**config.mk**
```make
export PLATFORM = sky130hd
export DESIGN_NAME = norm_shift_unit_flat
export DESIGN_NICKNAME = d
export VERILOG_FILES = /design/src/rtl/fpu_norm_pkg.sv /design/src/rtl/norm_shift_unit_if.sv /design/src/rtl/lzc_tree.sv /design/src/rtl/norm_shift_unit.sv /design/src/flat_wrapper.sv
export SDC_FILE = /design/constraint.sdc
export NUM_CORES = 1
export LEC_CHECK = 0
export CORE_MARGIN = 3
export CORE_UTILIZATION = 30
export DETAILED_ROUTE_END_ITERATION = 6
export GPL_ROUTABILITY_DRIVEN = 0
export MAX_ROUTING_LAYER = met4
export PLACE_DENSITY_LB_ADDON = 0.08
export SYNTH_ARGS = -nofsm -noshare
export SYNTH_HDL_FRONTEND = slang
export SYNTH_HIERARCHICAL = 1
export SYNTH_SLANG_ARGS = --single-unit
```
**constraint.sdc**
```tcl
create_clock -name clk -period 4 [get_ports clk]
set_clock_uncertainty 0.05 [all_clocks]
set_input_delay 0.6 -clock clk [delete_from_list [all_inputs] [get_ports clk]]
set_output_delay 0.6 -clock clk [all_outputs]
set_load 0.01 [all_outputs]
```
**src/rtl/fpu_norm_pkg.sv**
```systemverilog
// Shared FPU normalisation definitions: default widths and result flag encoding.
package fpu_norm_pkg;

  localparam int NORM_MW = 24;
  localparam int NORM_EW = 8;

  // Exception classification of a normalised result; at most one applies.
  typedef enum logic [1:0] {
    FLAG_NONE      = 2'd0,
    FLAG_ZERO      = 2'd1,
    FLAG_UNDERFLOW = 2'd2,
    FLAG_OVERFLOW  = 2'd3
  } norm_flag_e;

endpackage

```
**src/rtl/norm_shift_unit_if.sv**
```systemverilog
// Operand/result handshake bundle for the normalise-and-shift unit.
interface norm_shift_unit_if
  import fpu_norm_pkg::*;
#(
  parameter int MW = NORM_MW,
  parameter int EW = NORM_EW,
  parameter int CW = $clog2(MW)
);
  logic          inValid;
  logic          inReady;
  logic          cOut;
  logic [MW-1:0] mantIn;
  logic [EW-1:0] expIn;
  logic          outValid;
  logic          outReady;
  logic [MW-1:0] mantOut;
  logic [EW-1:0] expOut;
  logic          LRbar;
  logic [CW-1:0] numBits;
  logic          zero;
  logic          underflow;
  logic          overflow;

  modport master (
    output inValid, cOut, mantIn, expIn, outReady,
    input  inReady, outValid, mantOut, expOut, LRbar, numBits, zero, underflow, overflow
  );

  modport slave (
    input  inValid, cOut, mantIn, expIn, outReady,
    output inReady, outValid, mantOut, expOut, LRbar, numBits, zero, underflow, overflow
  );
endinterface

```
**src/rtl/lzc_tree.sv**
```systemverilog
// Combinational leading-zero counter built as a log-depth binary tree.
module lzc_tree #(
  parameter int MW = 24,
  parameter int CW = $clog2(MW)
) (
  input  logic [MW-1:0] data,
  output logic [CW-1:0] count,
  output logic          all_zero
);
  localparam int LV = $clog2(MW);
  localparam int P  = 1 << LV;

  // Pad at the LSB end so the leading-zero count of a nonzero word is unchanged.
  logic [P-1:0] padded;
  assign padded = P'(data) << (P - MW);

  // Level l holds P>>l nodes, node 0 being the most significant slice.
  for (genvar l = 0; l <= LV; l++) begin : g_lvl
    localparam int N = P >> l;
    logic [N-1:0]         v;
    logic [N-1:0][CW-1:0] c;
    if (l == 0) begin : g_leaf
      for (genvar j = 0; j < N; j++) begin : g_bit
        assign v[j] = padded[P-1-j];
      end
      assign c = '0;
    end else begin : g_node
      for (genvar i = 0; i < N; i++) begin : g_n
        // Right half only counts once the whole left half is zero; its count
        // is below the half size, so OR-ing in the half size is the addition.
        assign v[i] = g_lvl[l-1].v[2*i] | g_lvl[l-1].v[2*i+1];
        assign c[i] = g_lvl[l-1].v[2*i] ? g_lvl[l-1].c[2*i]
                                         : (g_lvl[l-1].c[2*i+1] | CW'(1 << (l - 1)));
      end
    end
  end

  assign count    = g_lvl[LV].c[0];
  assign all_zero = ~g_lvl[LV].v[0];
endmodule

```
**src/rtl/norm_shift_unit.sv**
```systemverilog
// Two-stage mantissa normaliser: S1 captures operand and leading-zero count,
// S2 holds the shifted mantissa, adjusted exponent and exception flag.
module norm_shift_unit
  import fpu_norm_pkg::*;
#(
  parameter int MW = NORM_MW,
  parameter int EW = NORM_EW,
  parameter int CW = $clog2(MW)
) (
  input logic              clk,
  input logic              resetBar,
  norm_shift_unit_if.slave bus
);
  // Exponent math is widened so increments and decrements never wrap unseen.
  localparam int XW = (EW + 1 > CW + 1) ? EW + 1 : CW + 1;
  localparam logic [XW-1:0] EXP_MAX = {{(XW-EW){1'b0}}, {EW{1'b1}}};

  function automatic logic [XW-1:0] exp_inc(input logic [EW-1:0] e);
    return XW'(e) + XW'(1);
  endfunction

  function automatic logic [XW-1:0] exp_sub(input logic [EW-1:0] e, input logic [CW-1:0] n);
    return XW'(e) - XW'(n);
  endfunction

  logic          vld_p1, vld_p2;
  logic          cout_p1, zero_p1;
  logic [MW-1:0] mant_p1;
  logic [EW-1:0] exp_p1;
  logic [CW-1:0] lz_p1;

  logic [MW-1:0] mant_p2;
  logic [EW-1:0] exp_p2;
  logic          lr_p2;
  logic [CW-1:0] nb_p2;
  norm_flag_e    flag_p2;

  logic [CW-1:0] lz_cnt;
  logic          lz_zero;
  logic          s1_adv, in_acc;

  lzc_tree #(.MW(MW), .CW(CW)) u_lzc (
    .data     (bus.mantIn),
    .count    (lz_cnt),
    .all_zero (lz_zero)
  );

  assign s1_adv      = vld_p1 & (~vld_p2 | bus.outReady);
  assign bus.inReady = ~vld_p1 | s1_adv;
  assign in_acc      = bus.inValid & bus.inReady;

  // Stage valids: S1 fills on accept, S2 fills when S1 moves down.
  always_ff @(posedge clk) begin
    if (!resetBar) begin
      vld_p1 <= 1'b0;
      vld_p2 <= 1'b0;
    end else begin
      if (in_acc)      vld_p1 <= 1'b1;
      else if (s1_adv) vld_p1 <= 1'b0;
      if (s1_adv)            vld_p2 <= 1'b1;
      else if (bus.outReady) vld_p2 <= 1'b0;
    end
  end

  // ---- S1: operand + leading-zero count ----
  // S1 payload captures the accepted operand.
  always_ff @(posedge clk) begin
    if (in_acc) begin
      cout_p1 <= bus.cOut;
      mant_p1 <= bus.mantIn;
      exp_p1  <= bus.expIn;
      lz_p1   <= lz_cnt;
      zero_p1 <= lz_zero;
    end
  end

  logic [MW-1:0] nxt_mant;
  logic [EW-1:0] nxt_exp;
  logic          nxt_lr;
  logic [CW-1:0] nxt_nb;
  norm_flag_e    nxt_flag;
  logic [XW-1:0] exp_up, exp_dn;

  // Shift decision: carry-out right shift beats zero, zero beats underflow.
  always_comb begin
    nxt_mant = '0;
    nxt_exp  = '0;
    nxt_lr   = 1'b1;
    nxt_nb   = '0;
    nxt_flag = FLAG_NONE;
    exp_up   = exp_inc(exp_p1);
    exp_dn   = exp_sub(exp_p1, lz_p1);
    if (cout_p1) begin
      nxt_lr = 1'b0;
      nxt_nb = CW'(1);
      if (exp_up >= EXP_MAX) begin
        nxt_flag = FLAG_OVERFLOW;
        nxt_exp  = '1;
      end else begin
        nxt_mant = {1'b1, mant_p1[MW-1:1]};
        nxt_exp  = exp_up[EW-1:0];
      end
    end else if (zero_p1) begin
      nxt_flag = FLAG_ZERO;
    end else begin
      nxt_nb = lz_p1;
      if (XW'(lz_p1) >= XW'(exp_p1)) begin
        nxt_flag = FLAG_UNDERFLOW;
      end else begin
        nxt_mant = mant_p1 << lz_p1;
        nxt_exp  = exp_dn[EW-1:0];
      end
    end
  end

  // ---- S2: shifted result + flags ----
  // S2 result register, cleared by reset so idle outputs read as defined values.
  always_ff @(posedge clk) begin
    if (!resetBar) begin
      mant_p2 <= '0;
      exp_p2  <= '0;
      lr_p2   <= 1'b1;
      nb_p2   <= '0;
      flag_p2 <= FLAG_NONE;
    end else if (s1_adv) begin
      mant_p2 <= nxt_mant;
      exp_p2  <= nxt_exp;
      lr_p2   <= nxt_lr;
      nb_p2   <= nxt_nb;
      flag_p2 <= nxt_flag;
    end
  end

  assign bus.outValid  = vld_p2;
  assign bus.mantOut   = mant_p2;
  assign bus.expOut    = exp_p2;
  assign bus.LRbar     = lr_p2;
  assign bus.numBits   = nb_p2;
  assign bus.zero      = (flag_p2 == FLAG_ZERO);
  assign bus.underflow = (flag_p2 == FLAG_UNDERFLOW);
  assign bus.overflow  = (flag_p2 == FLAG_OVERFLOW);
endmodule

```
**src/flat_wrapper.sv**
```systemverilog
// flat-port wrapper written by rule: the top's interface ports become plain ports
module norm_shift_unit_flat import fpu_norm_pkg::*;
#(
  parameter int MW = NORM_MW,
  parameter int EW = NORM_EW,
  parameter int CW = $clog2(MW)
)
  (clk, resetBar, bus_inValid, bus_cOut, bus_mantIn, bus_expIn, bus_outReady, bus_inReady, bus_outValid, bus_mantOut, bus_expOut, bus_LRbar, bus_numBits, bus_zero, bus_underflow, bus_overflow);
  norm_shift_unit_if #(.MW(MW), .EW(EW), .CW(CW)) bus_i ();
  input logic clk;
  input logic resetBar;
  input wire logic [$bits(bus_i.inValid)-1:0] bus_inValid;
  input wire logic [$bits(bus_i.cOut)-1:0] bus_cOut;
  input wire logic [$bits(bus_i.mantIn)-1:0] bus_mantIn;
  input wire logic [$bits(bus_i.expIn)-1:0] bus_expIn;
  input wire logic [$bits(bus_i.outReady)-1:0] bus_outReady;
  output wire logic [$bits(bus_i.inReady)-1:0] bus_inReady;
  output wire logic [$bits(bus_i.outValid)-1:0] bus_outValid;
  output wire logic [$bits(bus_i.mantOut)-1:0] bus_mantOut;
  output wire logic [$bits(bus_i.expOut)-1:0] bus_expOut;
  output wire logic [$bits(bus_i.LRbar)-1:0] bus_LRbar;
  output wire logic [$bits(bus_i.numBits)-1:0] bus_numBits;
  output wire logic [$bits(bus_i.zero)-1:0] bus_zero;
  output wire logic [$bits(bus_i.underflow)-1:0] bus_underflow;
  output wire logic [$bits(bus_i.overflow)-1:0] bus_overflow;
  assign bus_i.inValid = bus_inValid;
  assign bus_i.cOut = bus_cOut;
  assign bus_i.mantIn = bus_mantIn;
  assign bus_i.expIn = bus_expIn;
  assign bus_i.outReady = bus_outReady;
  assign bus_inReady = bus_i.inReady;
  assign bus_outValid = bus_i.outValid;
  assign bus_mantOut = bus_i.mantOut;
  assign bus_expOut = bus_i.expOut;
  assign bus_LRbar = bus_i.LRbar;
  assign bus_numBits = bus_i.numBits;
  assign bus_zero = bus_i.zero;
  assign bus_underflow = bus_i.underflow;
  assign bus_overflow = bus_i.overflow;
  norm_shift_unit #(.MW(MW), .EW(EW), .CW(CW)) u_core (.clk(clk), .resetBar(resetBar), .bus(bus_i));
endmodule
```
==> results.py, run 1 <==
metrics = {
    "route": {
        "vias": 4077,
        "highest_layer": "met4",
        "met3WireLength_um": 869,
        "wirelength_um": 13800,
        "met1_length_um": 7110,
        "first_pass_iters": 5,
        "dr_wl_met2_um": 5600,
        "avgRoutedWirePerCell_um": 17.8,
        "ant_nets": 0,
        "drc": 0,
        "via_per_inst": 5.25,
        "drt_iter0_drc": 226,
    },
    "clocking": {
        "cts_buffers": 9,
        "cts_hold_buf": 0,
        "cts_resized": 0,
        "path_clk_slew_ps": 60,
        "cts_buffer_depth": 2,
        "clock-sinks": 81,
        "clock_latency_ps": 340,
        "root_buffer": "clkbuf_16",
        "cts_tree": "done",
        "htreeDepth": 3,
        "post_cts.repair.setup_buffers": 0,
    },
    "grt": {
        "antenna_found_initial": 0,
        "grt_pass1_wl_um": 22200,
        "grtUsageTotal_pct": 16.4,
        "grt_start_max_net_pins": 40,
        "gr-total-overflow": 0,
        "grt_pass1_vias": 3857,
    },
    "layout": {
        "seqCellArea_mm2": 0.00201,
        "drive_gt1_share_pct": 9.91,
        "instances_no_fill": 776,
        "fillers": 1573,
        "fin_area_mm2": 0.00602,
        "areaGrowthSynthToFinish_pct": 27.2,
        "multiInputGateArea_mm2": 0.00254,
        "final_core_util_pct": 39.3,
        "fin_nets": 605,
        "diodes": 0,
    },
    "yosys": {
        "yosysWarningCount": 6,
        "mappedNetlistNets": 538,
        "synth_top_family_by_area": "compound AO/OA/AOI/OAI gates",
        "ys.flop_type": "dfxtp_1",
        "synthTopCellsByArea": "edfxtp_1 (25%), dfxtp_1 (18%), a21oi_1 (6.2%)",
        "synthAdderAreaFrac_pct": 2.27,
        "synth_top_cells_by_count": "a21oi_1 (59), o21ai_0 (49), dfxtp_1 (42)",
        "netlist_instances": 493,
        "yosysMostFrequentCell": "a21oi_1",
        "synth_cell_types": 57,
        "synth_xor_area_share_pct": 1.48,
        "synth_compound_area_share_pct": 21.8,
        "synth_top_cell_by_area": "edfxtp_1",
        "synthSimpleGateAreaFrac_pct": 14.8,
        "synth.avg_cell_area_um2": 9.60,
        "synth_top_area_share_pct": 24.7,
        "async_flop_share_pct": 0,
        "syn_area_mm2": 0.00473,
        "seq_area_frac_synth_pct": 42.5,
        "synth_mux_area_share_pct": 13.2,
        "synth_edf_count": 39,
        "synth_seq_cells": 81,
    },
    "sta": {
        "rsz0062_at_grt": "false",
        "setup_viol": 0,
        "fin_crit_ps": 3050,
        "worst_pin_slew_ps": 958,
        "hold_viol": 0,
        "layout_setup_ws_ps": 950,
        "slew_headroom_pct": 36.1,
        "max_freq_mhz": 328,
        "worst_hold_slack_ps": 420,
        "timing.final.crit_share_pct": 76.3,
        "finalMaxSlewViolations": 0,
        "tns_ps": 0,
    },
    "hold_path": {
        "hold_class": "reg -> reg",
    },
    "setup_path": {
        "startpoint_type": "register",
        "cp_max_fo": 8,
        "path_cells": "inv_1, ha_1, inv_1, fa_1, a211oi_1, o21ai_0, a211oi_1, nor3_2, a21oi_1, a21oi_1",
        "slowest_delay_ps": 610,
        "endpoint_kind": "register",
        "crit_arrival_ps": 3200,
        "cp_slowest_cell": "a211oi_1",
        "path_class": "reg -> reg",
        "required_ps": 4150,
    },
    "placed_design": {
        "dpl_cell_area_mm2": 0.00572,
        "dp_slack_ps": 1010,
        "port-buffer-count": 79,
        "dp_hpwl_um": 10500,
        "dpl.cell_count": 760,
    },
    "pwr": {
        "vdd_drop_max_v": 0.000203,
        "p_per_area_mw_per_mm2": 368,
        "power_mw": 2.21,
        "power.leakage_nw": 2.12,
    },
    "die": {
        "ioPinCount": 80,
        "rows": 45,
        "fp.dieH_um": 132,
        "core-area_mm2": 0.0153,
        "initial_utilization_pct": 30.9,
        "die_width_um": 132,
        "die_area_mm2": 0.0173,
    },
    "job": {
        "cap_violations": 0,
    },
    "status": {
        "status": "completed",
    },
}
cells by family (layout without fill, tap and decap cells):
logic type / Yosys count / after routing
compound gates: 169 / 169
mux: 46 / 46
flops: 81 / 81
fa+ha+maj: 8 / 8
xor+xnor: 8 / 8
buf+inv: 44 / 116
simple gates: 137 / 137
path summary, 6_finish.rpt:
kind              slack [ps]                endpoint            startpoint  cells past startpoint
setup / recovery         950  u_core/bus.mantOut[23]      u_core/exp_p1[0]                     10
hold / removal           420    u_core/bus.expOut[1]  u_core/bus.expOut[1]                      2
setup reg to reg         950  u_core/bus.mantOut[23]      u_core/exp_p1[0]                     10
hold reg to reg          420    u_core/bus.expOut[1]  u_core/bus.expOut[1]                      2
critical path, delay by kind of cell, from the launching register on:
kind	cells	cell delay, ps
AOI/OAI and AO/OA	5	1430
adders and majority gates	2	590
DFF	1	480
and+or+nand+nor	1	190
buffers and inverters	2	170
state kept, by name, indices dropped and copies added, names as in the netlist:
register             count
u_core/bus.expOut        8
u_core/lz_p1             5
u_core/flag_p2           2
u_core/vld_p1            1
u_core/zero_p1           1
u_core/mant_p1          24
u_core/cout_p1           1
u_core/bus.LRbar         1
u_core/exp_p1            8
u_core/bus.numBits       5
u_core/bus.outValid      1
u_core/bus.mantOut      24
layer usage:
metal | up-vias | track usage, %
met4 | 0 | 5.37
met1 | 1919 | 25.0
met3 | 16 | 3.41
li1 | 2009 | -
met5 | - | -
met2 | 133 | 21.3
final cells by class:
class	count	area share, %
Timing Repair Buffer	88	14.3
Sequential cell	81	33.4
Inverter	12	0.748
Clock buffer	14	4.74
Multi-Input combinational cell	368	42.3
Tap cell	211	4.39
Clock inverter	2	0.166
cell usage in the layout, fill, tap and decap left out, drive strengths merged, types with 2 or more instances in the layout:
cell type	Yosys	final
a21boi	2	2
nand3b	4	4
nor2b	13	13
nand2	32	32
mux2i	22	22
o21a	8	8
o221ai	5	5
buf	12	9
xor2	4	4
a31oi	3	3
and2	7	7
a221o	2	2
nor4	6	6
and3	5	5
o211ai	9	9
clkbuf	20	14
a211oi	4	4
edfxtp	39	39
mux4	12	12
nor2	32	32
o21ai	49	49
nand2b	3	3
xnor2	4	4
clkdlybuf4s50	0	79
nor3	11	11
a21o	2	2
nand3	14	14
o31ai	8	8
inv	11	11
a22oi	2	2
ha	7	7
dfxtp	42	42
a21oi	59	59
nand4	2	2
a221oi	10	10
clkinv	1	3
mux2	12	12
where the power goes:
part / total, mW / internal, mW / switching [mW]
registers: 0.976 / 0.924 / 0.0515
clock network: 0.810 / 0.491 / 0.320
logic: 0.429 / 0.204 / 0.225
No activity file was read; power rests on OpenSTA's default activity.
==> run 2: changes to the inputs <==
Clock period 4 ns to 2.7 ns, I/O delays scaled along.
==> results.py, run 2 (synthesis gave the netlist of run 1 again) <==
metrics = {
    "sta": {
        "finalMaxSlewViolations": 0,
        "hold_viol": 0,
        "layout_setup_ws_ps": 171,
        "max_freq_mhz": 395,
        "tns_ps": 0,
        "rsz0062_at_grt": "false",
        "slew_headroom_pct": 36.8,
        "worst_pin_slew_ps": 947,
        "setup_viol": 0,
        "timing.final.crit_share_pct": 93.7,
        "fin_crit_ps": 2530,
    },
    "setup_path": {
        "path_cells": "inv_1, ha_1, inv_1, fa_1, a211oi_2, o21ai_2, a31oi_4, nor3_1, a221oi_1, a21oi_1",
        "required_ps": 2860,
        "crit_arrival_ps": 2690,
        "cp_max_fo": 5,
        "path_class": "reg -> reg",
        "endpoint_kind": "register",
        "reg2reg_slack_ps": 170,
        "crit_top_cell": "inv_1",
        "cp_slowest_cell": "edfxtp_1",
        "slowest_delay_ps": 440,
        "startpoint_type": "register",
    },
    "layout": {
        "areaGrowthSynthToFinish_pct": 31.2,
        "layout_commonest_cell": "clkdlybuf4s50_1",
        "instances_no_fill": 790,
        "fin_nets": 619,
        "fin_area_mm2": 0.00621,
        "drive_gt1_share_pct": 14.0,
        "diodes": 0,
        "final_cell_mix": "clkdlybuf4s50_1 (79), a21oi_1 (59), o21ai_0 (48)",
    },
    "grt": {
        "grt_pass1_vias": 3936,
        "grt_start_max_net_pins": 40,
        "grt_pass1_wl_um": 22800,
        "antenna_found_initial": 0,
        "gr-total-overflow": 0,
        "grtUsageTotal_pct": 16.8,
    },
    "clocking": {
        "cts_buffers": 9,
        "path_clk_slew_ps": 60,
        "cts_buffer_depth": 2,
        "htreeDepth": 3,
        "cts_tree": "done",
        "clock_latency_ps": 340,
        "clock-sinks": 81,
        "cts_hold_buf": 0,
        "root_buffer": "clkbuf_16",
    },
    "pwr": {
        "vdd_drop_max_v": 0.000291,
        "p_per_area_mw_per_mm2": 524,
        "power.leakage_nw": 2.21,
    },
    "route": {
        "vias": 4184,
        "avgRoutedWirePerCell_um": 17.8,
        "wirelength_um": 14100,
        "via_per_inst": 5.30,
        "ant_nets": 0,
        "drt_iter0_drc": 298,
        "first_pass_iters": 5,
        "drc": 0,
    },
    "die": {
        "initial_utilization_pct": 30.9,
        "ioPinCount": 80,
        "fp.dieH_um": 132,
        "die_width_um": 132,
        "rows": 45,
        "die_area_mm2": 0.0173,
        "core-area_mm2": 0.0153,
    },
    "placed_design": {
        "dp_slack_ps": -24.6,
        "port-buffer-count": 79,
        "dpl.cell_count": 771,
        "dpl_cell_area_mm2": 0.00586,
        "dp_hpwl_um": 10700,
    },
    "status": {
        "status": "completed",
    },
    "job": {
        "cap_violations": 0,
    },
    "hold_path": {
        "hold_class": "reg -> reg",
    },
}
## run 2: changes by cell type in the layout (fill, tap and decap cells not counted), moves of 2 or more
cell,delta
buf_12,+3
a211oi_1,-2
buf_4,+11
a211oi_2,+2
a221oi_2,+5
a221oi_1,-5
## run 2: stage by stage
step	utilization [%]	hold slack, ps	power (mW)
finish	40.6	415	3.26
global route	40.6	452	3.42
global placement	38.2	406	2.14
floorplan	-	417	1.83
CTS	40.2	422	3.28
detailed placement	38.2	407	2.13
## run 2: area by class of cell
class / count / area (um2)
fill: 1544 / 9100
multi-input combinational: 368 / 2610
clock inverter: 3 / 15.0
sequential: 81 / 2010
clock buffer: 13 / 262
timing repair buffer: 102 / 1000
tap: 211 / 264
inverter: 12 / 45.0
## run 2: per-layer routing
layer / vias up / track usage (%) / wire length, um
met3: 14 / 3.14 / 713
li1: 2040 / - / -
met1: 1999 / 26.0 / 7320
met5: - / - / 0
met2: 131 / 21.9 / 5850
met4: 0 / 5.13 / 183
## run 2: worst max-delay path, delay by kind of cell, from the launching register on
kind            cells  cell delay (ps)
fa+ha+maj           2              590
buf+inv             2              160
compound gates      5             1040
flops               1              440
simple gates        1              140
## run 2: repair_timing
| action | in CTS | in global routing |
|---|---|---|
| setup buffers | 2 | 1 |
| setup endpoints to repair | 3 | 33 |
| pin swaps | 2 | 3 |
| resized for setup | 2 | 8 |
## run 2: report_power, final
part	switching [mW]	internal (mW)	leakage (nW)
Sequential	0.0740	1.37	0.728
Combinational	0.353	0.331	1.34
Clock	0.458	0.672	0.142
## run 2: worst paths after layout
| path | cells after the start | start | to |
|---|---|---|---|
| max reg2reg | 10 | u_core/exp_p1[0] | u_core/bus.mantOut[16] |
| min | 2 | u_core/bus.LRbar | u_core/bus.LRbar |
| min reg2reg | 2 | u_core/bus.LRbar | u_core/bus.LRbar |
| max | 10 | u_core/exp_p1[0] | u_core/bus.mantOut[16] |
